$ cat src/rtl/pc_fetch_step_1.sv
// Step-1 fetch: program counter, next-PC select, hazard stall and the step-1/step-2 register.
// Optional redirect counter on output redirect_count when PC_REDIRECT_COUNT_EN is defined.
module pc_fetch_step_1 #(
    parameter logic [31:0] RESET_PC = 32'h0000_0000
) (
    input  logic        clk,
    input  logic        rst,
    input  logic [1:0]  control_mux_for_PC,
    input  logic [31:0] branch_target_step_4,
    input  logic [31:0] jump_target_step_4,
    input  logic        is_hazzard,
    input  logic [31:0] instr_rdata,
    output logic [31:0] pc,
    output logic [31:0] instr_step_2,
    output logic [31:0] pc_plus_4_step_2,
    output logic        valid_step_2,
    output logic        flush_younger,
    output logic        sel_error
`ifdef PC_REDIRECT_COUNT_EN
    ,
    output logic [15:0] redirect_count
`endif
);

    typedef enum logic [1:0] {
        SEL_SEQ = 2'b00,
        SEL_BR  = 2'b01,
        SEL_JMP = 2'b10,
        SEL_ILL = 2'b11
    } sel_e;

    sel_e        sel;
    logic        redirect;
    logic [31:0] pc_inc;
    logic [31:0] pc_d, pc_q;
    logic [31:0] instr_d, instr_q;
    logic [31:0] pc4_d, pc4_q;
    logic        valid_d, valid_q;
    logic        err_d, err_q;

    assign sel      = sel_e'(control_mux_for_PC);
    assign redirect = (sel == SEL_BR) || (sel == SEL_JMP);
    assign pc_inc   = pc_q + 32'd4;

    // Redirect outranks the stall: the stalled instruction is on the wrong path.
    always_comb begin
        pc_d    = pc_inc;
        instr_d = instr_rdata;
        pc4_d   = pc_inc;
        valid_d = 1'b1;
        err_d   = err_q | (sel == SEL_ILL);
        if (redirect) begin
            pc_d    = (sel == SEL_BR) ? {branch_target_step_4[31:2], 2'b00}
                                      : {jump_target_step_4[31:2], 2'b00};
            instr_d = 32'h0;
            pc4_d   = pc4_q;
            valid_d = 1'b0;
        end else if (is_hazzard) begin
            pc_d    = pc_q;
            instr_d = instr_q;
            pc4_d   = pc4_q;
            valid_d = valid_q;
        end
    end

    always_ff @(posedge clk or posedge rst) begin
        if (rst) begin
            pc_q    <= RESET_PC;
            instr_q <= 32'h0;
            pc4_q   <= 32'h0;
            valid_q <= 1'b0;
            err_q   <= 1'b0;
        end else begin
            pc_q    <= pc_d;
            instr_q <= instr_d;
            pc4_q   <= pc4_d;
            valid_q <= valid_d;
            err_q   <= err_d;
        end
    end

`ifdef PC_REDIRECT_COUNT_EN
    logic [15:0] cnt_d, cnt_q;

    always_comb begin
        cnt_d = cnt_q;
        if (redirect && (cnt_q != 16'hFFFF)) cnt_d = cnt_q + 16'd1;
    end

    always_ff @(posedge clk or posedge rst) begin
        if (rst) cnt_q <= 16'h0;
        else     cnt_q <= cnt_d;
    end

    assign redirect_count = cnt_q;
`endif

    assign pc               = pc_q;
    assign instr_step_2     = instr_q;
    assign pc_plus_4_step_2 = pc4_q;
    assign valid_step_2     = valid_q;
    assign flush_younger    = redirect;
    assign sel_error        = err_q;

endmodule
$ cat config.mk
export PLATFORM = sky130hd
export DESIGN_NAME = pc_fetch_step_1
export DESIGN_NICKNAME = d
export VERILOG_FILES = /design/src/rtl/pc_fetch_step_1.sv
export SDC_FILE = /design/constraint.sdc
export NUM_CORES = 1
export LEC_CHECK = 0
export CAP_MARGIN = 20
export CORE_MARGIN = 3
export CORE_UTILIZATION = 44
export CTS_CLUSTER_SIZE = 30
export DETAILED_ROUTE_END_ITERATION = 7
export PLACE_DENSITY = 0.81
export SYNTH_ARGS = -nofsm -noshare
export SYNTH_HDL_FRONTEND = slang
export SYNTH_SLANG_ARGS = --single-unit
$ cat constraint.sdc
create_clock -name clk -period 3.45 [get_ports clk]
set_input_delay 0.69 -clock clk [delete_from_list [all_inputs] [get_ports clk]]
set_output_delay 0.69 -clock clk [all_outputs]
set_load 0.005 [all_outputs]
==> qor.yml, run 1 <==
run_status:
  status: "finished clean"
setup_path:
  reg2reg_slack_ns: 0.82
  reg2reg_from: "pc[2]$_DFFE_PP0P_"
  cp-start-kind: "primary input"
  rr_worst_depth: 5
  arrival_ns: 2.15
  required_ns: 2.76
  critPathLaunch: "control_mux_for_PC[1]"
  end_kind: "output pin"
  crit_fanout: 4
  crit_type: "in -> out"
yosys:
  synth_seq_cells: 94
  postSynth.asyncResetShare: 1.00
  netlist_top_cells_count: "dfrtp_1 (94), nor2_1 (53), mux2i_1 (37)"
  ys_warn_count: 0
  syn_avg_cell_area_sq_um: 9.39
  synth_ff_type: "dfrtp_1"
  synth_top_area_cell: "dfrtp_1"
  yosysMostFrequentCell: "dfrtp_1"
  yosysSeqAreaShare: 0.457
  synth-edff-count: 0
  synthesis.area_sq_mm: 0.00515
  synth_top_area_frac: 0.457
  synth_cell_type_count: 43
  ys_top_cells_by_area: "dfrtp_1 (46%), mux2i_1 (7.2%), a211oi_1 (4.1%)"
  syn_inst: 548
floorplanning:
  dieArea_sq_mm: 0.0130
  io_pins: 200
  fp.dieW_microns: 114
  core_sq_mm: 0.0111
  rows: 38
  start_util: 0.463
  die-height_microns: 114
clock_network:
  root_buffer: "clkbuf_16"
  htreeDepth: 3
  cts.reportedPaths.clkPinSlew_ns: 0.06
  insertion_delay_ns: 0.34
  cts_tree: "done"
  clock_path_buffers: 2
  ctsResizeCount: 0
  clock_sinks: 94
  postCtsHoldBufs: 0
  post_cts_buffers: 0
  numCtsBuffers: 9
worst_hold_path:
  worstHoldPathCells: 1
  min_path_type: "reg -> reg"
  hold_start: "sel_error$_DFF_PP0_"
global_route:
  grt_util_all_layers: 0.240
  grt_pass1_vias: 4844
  grt_max_degree: 60
  grt.overflow.total: 0
  antenna_found_initial: 0
  grt_pass1_wl_microns: 25000
run:
  cap_violations: 0
sta:
  min_period_ns: 2.84
  timing.slew.headroom: 0.560
  rsz0062_at_grt: "no"
  finalSetupViolations: 0
  period_share: 0.823
  hold_viol: 0
  report.final.slew_viol_count: 0
  fin_skew_ns: 0.00915
  worstMarginPinSlew_ns: 0.655
  fmax_ghz: 0.352
  setup_tns_ns: 0
cells_and_area:
  seq_area_sq_mm: 0.00235
  final_cells: 847
  multi_input_area_sq_mm: 0.00254
  post-route-util: 0.662
  diodes: 0
  drive_gt1_frac: 0.0453
  synthToLayoutAreaGrowth_pct: 43.1
  nets: 807
  n_fill_cell: 913
detailed_routing:
  met1_length_microns: 6060
  drt-vias-per-instance: 5.69
  firstDrtPassIters: 5
  remaining_drc_errors: 0
  topRoutingLayerUsed: "met4"
  routed-via-count: 4821
  drt_iter0_drc: 227
  drt_wl_total_microns: 15500
  dr_wl_met3_microns: 1820
  met2_wirelength_microns: 7240
  wire_per_inst_microns: 18.3
  antenna_left: 0
power:
  power_density_mw_per_mm2: 482
  peakVddDrop_mv: 0.278
  leakage_nw: 2.88
placement:
  dp_hpwl_microns: 11600
  portBuffers: 191
  place_congestion: 0.843
  dp.cells: 832
[path summary, 6_finish.rpt]
kind | endpoint
hold / removal | sel_error$_DFF_PP0_
setup reg to reg | pc_plus_4_step_2[22]$_DFFE_PP0P_
max in group asynchronous | pc_plus_4_step_2[4]$_DFFE_PP0P_
setup / recovery | flush_younger
hold reg to reg | sel_error$_DFF_PP0_
min in group asynchronous | instr_step_2[2]$_DFFE_PP0P_
[cells in the final DEF (no fill, tap or decap), types with 5 or more instances in the layout]
| master | Yosys | final |
|---|---|---|
| clkdlybuf4s50_1 | 0 | 190 |
| nand2_1 | 36 | 36 |
| nand4_1 | 7 | 7 |
| nor3_1 | 8 | 8 |
| nor2_1 | 53 | 53 |
| a21oi_1 | 12 | 12 |
| a31oi_1 | 29 | 29 |
| o21ai_0 | 27 | 27 |
| nand2b_1 | 5 | 5 |
| nor2b_1 | 27 | 26 |
| mux2i_1 | 37 | 37 |
| or3_1 | 13 | 13 |
| nand3_1 | 10 | 10 |
| clkbuf_16 | 0 | 9 |
| dfrtp_1 | 94 | 94 |
| o31ai_1 | 14 | 14 |
| buf_4 | 4 | 6 |
| xnor2_1 | 22 | 22 |
| a211oi_1 | 28 | 28 |
| inv_1 | 6 | 5 |
| nor4_1 | 8 | 8 |
| or4_1 | 21 | 21 |
[area by class of cell]
type,count,area share
clock inverters,3,0.00595
clock buffers,12,0.0348
well taps,140,0.0238
multi-input cells,393,0.344
inverters,7,0.00391
repair buffers,198,0.268
flip-flops and latches,94,0.319
[logic make-up after synthesis]
family	after synthesis	share of synthesized area
xor gates and xnor gates	25	0.0425
muxes	37	0.0720
other	1	0.000729
AOI/OAI and AO/OA	117	0.146
buffers and inverters	64	0.0532
and+or+nand+nor	207	0.221
adders and majority gates	3	0.00729
DFF	94	0.457
[power breakdown]
part	leakage [nW]	total, mW	internal (mW)	switching [mW]
clock	0.149	1.01	0.598	0.415
combinational	1.59	1.03	0.601	0.428
sequential	1.14	1.50	1.28	0.222
total	2.88	3.55	2.48	1.07
[critical path: stages]
cell             delay, ns
clkdlybuf4s50_1       0.48
inv_1                 0.05
ha_2                  0.36
clkinv_1              0.10
clkdlybuf4s50_1       0.47
[state kept, by name, indices dropped and copies added, names as in the netlist]
name,flops
sel_error,1
valid_step_2,1
pc,30
pc_plus_4_step_2,30
instr_step_2,32
[per-layer routing]
layer	vias up	global-route usage
li1	2288	-
met1	2248	0.303
met2	254	0.377
met3	31	0.0851
met4	0	0.0950
met5	-	0
[per-stage QoR]
stage          instance area (sq um)  setup slack [ns]  hold slack [ns]  total power [mW]
2_1_floorplan                   5160             0.311            0.462              1.93
3_3_place_gp                    7060             0.634            0.457              2.51
3_5_place_dp                    7060             0.615            0.456              2.55
4_1_cts                         7360             0.604            0.476              3.57
5_1_grt                         7360             0.564            0.494              3.74
6_report                        7360             0.610            0.476              3.55
No activity file was read; power rests on OpenSTA's default activity.
==> inputs of run 2 (changes only) <==
--- a/config.mk
+++ b/config.mk
@@ -7,10 +7,10 @@
 export LEC_CHECK = 0
 export CAP_MARGIN = 20
 export CORE_MARGIN = 3
-export CORE_UTILIZATION = 44
+export CORE_UTILIZATION = 40
 export CTS_CLUSTER_SIZE = 30
 export DETAILED_ROUTE_END_ITERATION = 7
-export PLACE_DENSITY = 0.81
+export PLACE_DENSITY = 0.77
 export SYNTH_ARGS = -nofsm -noshare
 export SYNTH_HDL_FRONTEND = slang
 export SYNTH_SLANG_ARGS = --single-unit
==> constraint.sdc (replaced) <==
create_clock -name clk -period 2.5 [get_ports clk]
set_input_delay 0.5 -clock clk [delete_from_list [all_inputs] [get_ports clk]]
set_output_delay 0.5 -clock clk [all_outputs]
set_load 0.005 [all_outputs]
==> run 2 against run 1 <==
  * Hold slack better by 0.0028 ns
  * Utilization is 4.4 points lower
  * Critical endpoint unchanged
  * Combinational power increased by 50%
  * Highest routed layer unchanged
  * Wire length grew 0.88%
  * Register-to-register slack worse by 0.66 ns
  * Largest power group unchanged
  * Count of clock-buffer cells in the layout down 3
==> qor.yml, run 2 (same netlist as run 1, synthesis figures left out) <==
placement:
  place_congestion: 0.903  # +7.1%
  portBuffers: 191  # unchanged
  dp_hpwl_microns: 11900  # +2.9%
clock_network:
  htreeDepth: 3  # unchanged
  post_cts_buffers: 0  # unchanged
  cts.reportedPaths.clkPinSlew_ns: 0.06  # about the same
  ctsResizeCount: 0  # unchanged
  clock_sinks: 94  # unchanged
  postCtsHoldBufs: 0  # unchanged
  numCtsBuffers: 9  # unchanged
  insertion_delay_ns: 0.35  # about the same
  root_buffer: "clkbuf_16"
  cts_tree: "done"
  clock_path_buffers: 2  # unchanged
sta:
  hold_viol: 0  # unchanged
  period_share: 0.966
  rsz0062_at_grt: "no"
  min_period_ns: 2.42
  report.final.slew_viol_count: 0  # unchanged
  finalSetupViolations: 0  # unchanged
  fin_skew_ns: 0.00667  # -0.00248 ns
  worstMarginPinSlew_ns: 0.612  # -0.0427 ns
  timing.slew.headroom: 0.592  # +0.0325
  setup_tns_ns: 0  # unchanged
  fmax_ghz: 0.414
cells_and_area:
  largest_register_ffs: 32  # unchanged
  nets: 829  # +2.7%
  synthToLayoutAreaGrowth_pct: 47.7
  n_fill_cell: 1029  # +13%
  diodes: 0  # unchanged
  final_cell_mix: "clkdlybuf4s50_1 (190), dfrtp_1 (94), nor2_1 (53), mux2i_1 (37), nand2_1 (36)"
  drive_gt1_frac: 0.0767  # +0.0315
  layout_commonest_cell: "clkdlybuf4s50_1"
global_route:
  grt_use_met3: 0.0731  # -0.0120
  grt.met2_usage: 0.344  # -0.0326
  grt_pass1_wl_microns: 24800  # -0.72%
  grt.overflow.total: 0  # unchanged
  grt.busiest_layer: "met2"
  grt_use_met1: 0.276  # -0.0265
  antenna_found_initial: 0  # unchanged
  grt_max_degree: 57  # -5.0%
  grt_pass1_vias: 4749  # -2.0%
  grt_util_all_layers: 0.217  # -0.0229
setup_path:
  critPathLaunch: "control_mux_for_PC[1]"
  rr_worst_depth: 5  # unchanged
  crit_fanout: 2  # -2
  arrival_ns: 1.92  # -0.23 ns
  cp-start-kind: "primary input"
  critPathCapture: "flush_younger"
  r2r-end: "pc[22]$_DFFE_PP0P_"
  crit_type: "in -> out"
  reg2reg_from: "pc[2]$_DFFE_PP0P_"
  required_ns: 2.00  # -0.76 ns
  end_kind: "output pin"
  reg2reg_slack_ns: 0.16  # -0.66 ns
detailed_routing:
  antenna_left: 0  # unchanged
  drt_wl_total_microns: 15600  # +0.88%
  firstDrtPassIters: 6  # +1
  wire_per_inst_microns: 17.4  # -4.9%
  remaining_drc_errors: 0  # unchanged
  drt_iter0_drc: 227  # unchanged
  routed-via-count: 4830  # +0.19%
  drt-vias-per-instance: 5.38  # -5.5%
power:
  finalPower_mw: 4.97  # +40%
  power_density_mw_per_mm2: 653  # +36%
  combPwrFrac: 0.312  # +0.022
  seq_power_share: 0.408  # -0.016
  peakVddDrop_mv: 0.331  # +19%
  switchingPower_mw: 1.52  # +43%
  leakage_nw: 2.98  # +3.7%
  sw_frac_of_total: 0.307  # +0.00659
  power_frac_clock: 0.280  # -0.006
  p_int_mw: 3.44  # +39%
floorplanning:
  dieArea_sq_mm: 0.0143  # +9.5%
  rows: 40  # +5.3%
  start_util: 0.418  # -0.0446
  fp.dieW_microns: 119  # +4.6%
  io_pins: 200  # unchanged
  die-height_microns: 119  # +4.6%
  core_sq_mm: 0.0123  # +11%
run:
  cap_violations: 0  # unchanged
run_status:
  status: "finished clean"
worst_hold_path:
  min_path_type: "in -> async"
-- run 2: cell types whose count changed in the layout (fill, tap and decap cells not counted), moves of 2 or more --
cell	before	now
clkbuf_8	2	0
clkinvlp_4	0	2
buf_4	6	25
buf_12	1	4
-- run 2: worst min path at each step --
stage,endpoint,start
floorplan,sel_error$_DFF_PP0_,sel_error$_DFF_PP0_
global placement,sel_error$_DFF_PP0_,sel_error$_DFF_PP0_
detailed placement,sel_error$_DFF_PP0_,sel_error$_DFF_PP0_
CTS,instr_step_2[18]$_DFFE_PP0P_,rst
global route,instr_step_2[18]$_DFFE_PP0P_,rst
finish,instr_step_2[18]$_DFFE_PP0P_,rst
-- run 2: worst max-delay path, stage by stage --
cell	delay (ns)
clkdlybuf4s50_1	0.48
inv_1	0.05
ha_2	0.32
clkinv_1	0.10
clkdlybuf4s50_1	0.46
-- run 2: through the flow --
stage | worst slack, ns | std cells | utilization | hold WS (ns) | area (sq um)
2_1_floorplan | 0.361 | 551 | - | 0.462 | 5160
3_3_place_gp | 0.0780 | 882 | 0.593 | 0.458 | 7300
3_5_place_dp | 0.0782 | 882 | 0.593 | 0.456 | 7300
4_1_cts | 0.0693 | 898 | 0.617 | 0.471 | 7600
5_1_grt | 0.00937 | 898 | 0.617 | 0.506 | 7600
6_report | 0.0840 | 898 | 0.617 | 0.479 | 7600
-- run 2: per-layer routing --
metal / up-vias / wire length (microns)
li1: 2330 / -
met3: 27 / 1440
met5: - / 0
met1: 2279 / 6510
met4: 0 / 309
met2: 194 / 7380
-- run 2: layout make-up --
class	instances	area (sq um)	area share
timing repair buffer	220	2170	0.286
multi-input combinational	393	2540	0.334
tap	168	210	0.0276
sequential	94	2350	0.309
clock buffer	9	225	0.0296
clock inverter	7	73.8	0.00971
inverter	7	30.0	0.00395
-- run 2: power groups by stage --
stage                     clock network [mW]  logic (mW)  registers [mW]
after floorplan                            0       0.679            1.99
after global placement                     0        1.53            2.03
after detailed placement                   0        1.56            2.05
after CTS                               1.42        1.56            2.02
after global routing                    1.48        1.69            2.06
final                                   1.39        1.55            2.03
